`config.mk`:
```
export PLATFORM = sky130hd
export DESIGN_NAME = fpaddsub_normalize_sequencer
export DESIGN_NICKNAME = d
export VERILOG_FILES = /design/src/rtl/fpaddsub_normalize_sequencer.sv
export SDC_FILE = /design/constraint.sdc
export NUM_CORES = 1
export LEC_CHECK = 0
export CORE_MARGIN = 1
export CORE_UTILIZATION = 45
export DETAILED_ROUTE_END_ITERATION = 7
export GPL_ROUTABILITY_DRIVEN = 0
export PLACE_DENSITY = 0.77
export SLEW_MARGIN = 25
export SYNTH_ARGS = -nofsm -noshare
export SYNTH_HDL_FRONTEND = slang
export SYNTH_SLANG_ARGS = --single-unit
```
`constraint.sdc`:
```
create_clock -name clk -period 3.4 [get_ports clk]
set_input_delay 0.51 -clock clk [delete_from_list [all_inputs] [get_ports clk]]
set_output_delay 0.51 -clock clk [all_outputs]
set_load 0.01 [all_outputs]
```
`src/rtl/fpaddsub_normalize_sequencer.sv`:
```
// rtl/fpaddsub_normalize_sequencer.sv - multi-cycle leading-zero normalizer with one shared shifter
module fpaddsub_normalize_sequencer #(
    parameter int MW = 26,
    parameter int EW = 8
) (
    input  logic          clk,
    input  logic          rst,
    input  logic          InValid,
    output logic          InReady,
    input  logic [MW-1:0] Sum,
    input  logic [EW-1:0] Exp,
    output logic          OutValid,
    input  logic          OutReady,
    output logic [MW-1:0] Mout,
    output logic [EW-1:0] Eout,
    output logic          Zero,
    output logic          Underflow,
    output logic [4:0]    Shift
);

    typedef enum logic [1:0] {
        IDLE   = 2'd0,
        COARSE = 2'd1,
        FINE   = 2'd2,
        DONE   = 2'd3
    } state_t;

    state_t        state;
    logic [MW-1:0] m;
    logic [EW-1:0] e;
    logic [4:0]    lz;

    // Leading-zero count of the incoming sum; the highest set bit wins, all-zero gives MW.
    always_comb begin
        lz = 5'(MW);
        for (int i = 0; i < MW; i++) begin
            if (Sum[i]) begin
                lz = 5'(MW - 1 - i);
            end
        end
    end

    // Ready only when idle; held low during reset so nothing is accepted on the reset edge.
    assign InReady = (state == IDLE) && !rst;

    assign Mout = m;
    assign Eout = e;

    // Sequencer: latch job, coarse shift by multiples of 4, fine shift plus exponent adjust, hold result.
    always_ff @(posedge clk) begin
        if (rst) begin
            state     <= IDLE;
            m         <= '0;
            e         <= '0;
            Shift     <= '0;
            Zero      <= 1'b0;
            Underflow <= 1'b0;
            OutValid  <= 1'b0;
        end else begin
            case (state)
                IDLE: begin
                    if (InValid) begin
                        Shift     <= lz;
                        Underflow <= 1'b0;
                        if (Sum == '0) begin
                            m        <= '0;
                            e        <= '0;
                            Zero     <= 1'b1;
                            OutValid <= 1'b1;
                            state    <= DONE;
                        end else begin
                            m     <= Sum;
                            e     <= Exp;
                            Zero  <= 1'b0;
                            state <= COARSE;
                        end
                    end
                end
                COARSE: begin
                    m     <= m << {Shift[4:2], 2'b00};
                    state <= FINE;
                end
                FINE: begin
                    m <= m << Shift[1:0];
                    // Compare guards the subtraction so the unsigned exponent never wraps.
                    if (e > EW'(Shift)) begin
                        e         <= e - EW'(Shift);
                        Underflow <= 1'b0;
                    end else begin
                        e         <= '0;
                        Underflow <= 1'b1;
                    end
                    OutValid <= 1'b1;
                    state    <= DONE;
                end
                DONE: begin
                    if (OutReady) begin
                        OutValid <= 1'b0;
                        state    <= IDLE;
                    end
                end
                default: state <= IDLE;
            endcase
        end
    end

endmodule

```
# Yosys cells after proc, flatten, opt, wreduce, memory -nomap -nowiden
# Index checks and enable logic that the tools add are counted.
[op_classes]
n_reduce_logical = 12
order_cmp = 1
muxes = 45
n_addsub = 1
n_shift = 2
n_eq_ne = 6
[op_table]
columns = ["operator", "n"]
rows = [
  ["5-bit 2-to-1 mux", 25],
  ["26-bit one-hot mux with 3 select lines", 1],
  ["26-bit 2-to-1 mux", 2],
  ["26-bit zero test", 1],
  ["26-bit by 2-bit left shift with 26-bit output", 1],
  ["26-bit by 5-bit left shift with 26-bit output", 1],
  ["8-bit 2-to-1 mux", 3],
  ["8-bit one-hot mux with 2 select lines", 1],
  ["8-bit by 5-bit > comparator with 1-bit output", 1],
  ["2-bit 2-to-1 mux", 4],
  ["2-bit one-hot mux with 4 select lines", 1],
  ["2-bit AND reduction", 4],
  ["8-bit by 5-bit subtractor with 8-bit output", 1],
  ["1-bit 2-to-1 mux", 6],
  ["3-bit nonzero test", 2],
  ["2-bit == test, second input constant", 2],
  ["2-bit != test, second input constant", 2],
  ["4-bit AND reduction", 1],
  ["1-bit one-hot mux with 3 select lines", 1],
  ["2-bit by 1-bit == test with 1-bit output, second input constant", 1],
  ["2-bit zero test", 1],
  ["2-bit by 1-bit != test with 1-bit output, second input constant", 1],
  ["1-bit one-hot mux with 2 select lines", 1],
  ["2-bit nonzero test", 1],
  ["2 further kinds", 2],
]
[totals]
register_bits = 44
elab_cells = 74
in_bits = 38

# Depth between registers and ports, before layout
# Gate-level depths: netlist of run 1.
[depth]
depth_word = 26
mapped_depth = 10

# Least setup slack after synthesis of run 1
# Ideal clock, no wire load.
[synth_path]
kind = "reg-to-reg"
startpoint = "reg Shift[2]"
endpoint = "reg e[6] (netlist: Eout[6])"
stages_incl_launch_ff = 10
n_path_buf = 2
required_ns = 3.265
setup_slack_ns = 1.010
arrival_ns = 2.255
setup_time_ns = 0.135
synth_period_minus_slack_ns = 2.390
cell_sequence = "dfxtp_1 > buf_2 > buf_2 > inv_1 > ha_1 > a211o_1 > a211o_1 > mux2_2 > a22oi_1 > a211oi_1"
[synth_via]
elab_chain_len = 3
[synth_lines]
columns = ["element", "line", "rtl"]
rows = [
  ["from (decl)", "18", "output logic [4:0] Shift"],
  ["from (signal assigned)", "63", "Shift <= lz;"],
  ["8-bit by 5-bit subtractor with 8-bit output / 8-bit by 5-bit > comparator with 1-bit output (equally long branches)", "87, 86", ""],
  ["8-bit 2-to-1 mux (*)", "86", "if (e > EW'(Shift)) begin"],
  ["8-bit one-hot mux with 2 select lines (*)", "60", "case (state)"],
  ["to (signal assigned)", "73", "e <= Exp;"],
  ["to (signal assigned)", "87", "e <= e - EW'(Shift);"],
  ["to (decl)", "30", "logic [EW-1:0] e;"],
]
# Every way passes the cells marked *; elsewhere a longest branch is shown, timed or not.
# A chain may end at the register's enable or synchronous reset.

# Worst setup path in the final report of run 1
[layout_path]
startpoint = "reg state[0]"
endpoint = "reg m[9] (netlist: Mout[9])"
[layout_via]
elab_chain_len = 3
[layout_lines]
columns = ["element", "line", "rtl"]
rows = [
  ["from (decl)", "28", "state_t state;"],
  ["from (signal assigned)", "52", "state <= IDLE;"],
  ["from (signal assigned)", "70", "state <= DONE;"],
  ["from (signal assigned)", "75", "state <= COARSE;"],
  ["2-bit == test, or another cell as far along", "60", ""],
  ["3-bit nonzero test (no source line) / 2-bit != test (equally long branches)", "n/a", ""],
  ["2-bit AND reduction (no source line)", "n/a", ""],
  ["to (signal assigned)", "72", "m <= Sum;"],
  ["to (signal assigned)", "80", "m <= m << {Shift[4:2], 2'b00};"],
  ["to (signal assigned)", "84", "m <= m << Shift[1:0];"],
  ["to (decl)", "29", "logic [MW-1:0] m;"],
]
# Parallel ways exist; a longest one is shown, timed or not.

==> metrics, run 1 <==
hold depth=2; wire length on met3=1760 µm; CP Class=reg -> reg; CTS tree=done; CP most frequent cell=a211oi_1; area of the core=0.00818 mm²; Sink Count=44; max_cap viols=0; nets=604; Total Wirelength=14,300 µm; 1st-pass router iterations=6; count of pins over their slew limit=0; distinct cell type count after synthesis=68; Critical Path AT=3.15 ns; # setup viols final=0; WP buf/inv=2; Worst-path clk slew=0.10 ns; Final Skew=0.0108 ns; Via-to-Cell Ratio=6.86; grt total ovfl=0; height of the die=93.6 µm; worst path cell trace=inv_1 > ha_1 > buf_4 > nor2b_1 > a211oi_1 > o211ai_1 > nand3_1 > a211oi_1; first-pass GRT wire length=22,200 µm; Final Hold Vio Count=0; Synth Flop Type=dfxtp_1; Avg Synthesized Cell Area=7.74 µm²; CP max stage delay=0.69 ns; Setup crit end kind=flop; vias in the first global route=4,204; EDFF count, synth=0; First DRT Iteration DRCs=824; drt wl/cell=21.5 µm; Power Density=791 mW/mm²; Switching Share=48.0%; Slew @ Worst Pin=0.939 ns; Levels on crit path=8; Hold WC Path Type=reg -> reg; RSZ-0062 raised after global routing=false; top layer in use=met4; Setup TNS=0 ns; delay-heaviest family, CP=simple AND/OR/NAND/NOR gates; sequential cell area fraction in the yosys report=23.3%; insertion delay to the later sink of the worst-skew pair=0.31 ns; CTS Root Cell=clkbuf_8; synth warn=0; post-synthesis net count=536; Setup Fix Bufs, Post-CTS=0; critical path's slowest cell=nor2b_1; Total GRT Usage=32.6%; length of routed met2 wiring=6260 µm; Cell Int Power=1970 µW; Post-DP HPWL=10,200 µm; H-Tree Depth=2; ANT cells=0; Port Buf Inserts=80; Comb pwr share=61.3%; design area=0.00478 mm²; Clk pwr share=11.7%; layout cells sized above 1=7.36%; crit start category=flop; Boundary Pins=81; Die ar.=0.00876 mm²; Die X=93.6 µm; Synth async-reset ratio=0%; Fmax=337 MHz; NetSw=1820 µW; Max Root-Sink Buffers=2; min Tclk post-route=2.97 ns; post-placement cell area=0.00466 mm²; relative slew slack=37.3%; post-route ant nets=0; fin crit share=87.3%; Max IR drop VDD=0.302 mV; P_leak=0.00175 µW; Residual DRC=0; FF-to-FF path depth=8; met1 wire length=5520 µm; initial antenna violation count=0; CP Max Fanout=20; # hold bufs at CTS=0; run status=completed; row cnt=33; Yosys reg bits=44; Critical Path RT=3.58 ns; Vias=4,541; Resize count post-CTS=0; Starting Density=46.2%; synthesized area=0.00378 mm²; CTS Buf Count=5; share of power burned in registers=27.0%; largest net degree at the start of global routing=47; P&R area growth vs syn=26.6%; synthesized instance count=488
==> path summary, 6_finish.rpt <==
check,start,endpoint,slack (ns)
setup / recovery,state[0],Mout[9],0.43
hold / removal,Zero,Zero,0.48
setup reg to reg,state[0],Mout[9],0.43
hold reg to reg,Zero,Zero,0.48
==> metrics by stage <==
step | hold slack, ns | util (%) | std cells | power [µW] | setup WS, ns
2_1_floorplan | 0.481 | - | 488 | 2330 | 1.01
4_1_cts | 0.474 | 58.5 | 662 | 3690 | 0.582
5_1_grt | 0.493 | 58.5 | 662 | 3970 | 0.343
6_report | 0.479 | 58.5 | 662 | 3790 | 0.432
3_5_place_dp | 0.450 | 57.0 | 654 | 3250 | 0.607
3_3_place_gp | 0.457 | 57.0 | 654 | 3200 | 0.644
==> worst reg2reg max path, cell delays in order (launching register included) <==
cell and delay, ns:
dfxtp_1 0.39, inv_1 0.08, ha_1 0.44, buf_4 0.31, nor2b_1 0.69, a211oi_1 0.11, o211ai_1 0.31, nand3_1 0.14
a211oi_1 0.37
==> sequential cells by signal (all words and copies together), names as in the netlist <==
signal	count
Eout	8
Mout	26
OutValid	1
Shift	5
Underflow	1
Zero	1
state	2
==> placed cells by master, fill, tap and decap left out, drive strengths merged, types with 9 or more instances in the layout <==
cell type	count
o221ai	9
a21oi	26
nor3	15
a221oi	24
a22oi	9
a211oi	28
nand3	12
nor2	57
dfxtp	44
ha	9
mux2i	25
clkdlybuf4s50	80
nand2	20
mux2	10
buf	12
o21ai	25
inv	24
==> logic make-up after synthesis <==
group,Yosys count,synth area share [%]
fa+ha+maj,10,3.51
mux,37,10.8
buf+inv,57,6.23
compound gates,177,33.7
xor+xnor,3,0.696
simple gates,160,21.8
flops,44,23.3
==> cells in the mapped netlist (3+ instances only) <==
cell type   n  area, µm²
a211o_1     3       26.3
a211oi_1   28        210
a21o_1      3       22.5
a21oi_1    24        120
a221oi_1   24        210
a22oi_1     9       67.6
a311oi_1    3       26.3
a31oi_1     8       50.1
a32oi_1     3       26.3
and2_1      4       25.0
and3_1      6       37.5
buf_2      10       50.1
clkbuf_1   17       63.8
dfxtp_1    44        881
ha_1        9        113
inv_1      24       90.1
mux2_2     10        113
mux2i_1    25        250
nand2_1    20       75.1
nand2b_1    8       50.1
nand3_1    12       60.1
nand3b_1    4       30.0
nor2_1     55        206
nor2b_1     8       50.1
nor3_1     15       75.1
nor4_1      7       43.8
o211ai_1    5       37.5
o21ai_0    25        125
o221ai_1    9       78.8
o22ai_1     8       50.1
o31ai_1     3       22.5
or4_1       3       22.5
==> area by class of cell <==
class | instances | area [µm²]
clock buffers | 6 | 82.6
flip-flops and latches | 44 | 881
repair buffers | 92 | 891
well taps | 105 | 131
multi-input cells | 387 | 2660
inverters | 26 | 97.6
fillers | 766 | 3390
clock inverters | 2 | 38.8
==> power by group through the flow <==
| stage | logic [µW] | registers, µW | clock network, µW |
|---|---|---|---|
| 2_1_floorplan | 1360 | 976 | 0 |
| 3_3_place_gp | 2190 | 1010 | 0 |
| 3_5_place_dp | 2230 | 1010 | 0 |
| 4_1_cts | 2250 | 1000 | 445 |
| 5_1_grt | 2470 | 1040 | 468 |
| 6_report | 2320 | 1020 | 444 |
==> layer usage <==
metal | GRT usage (%) | vias to the layer above
li1 | - | 2031
met1 | 43.7 | 2044
met2 | 49.0 | 380
met3 | 7.80 | 86
met4 | 15.3 | 0
met5 | 0 | -
No activity file was read; power rests on OpenSTA's default activity.
==> run 2: changes to the inputs <==
CAP_MARGIN = 25   (was default)
==> results of run 2 <==
No change in the layout: final DEF, timing and power equal those of run 1.
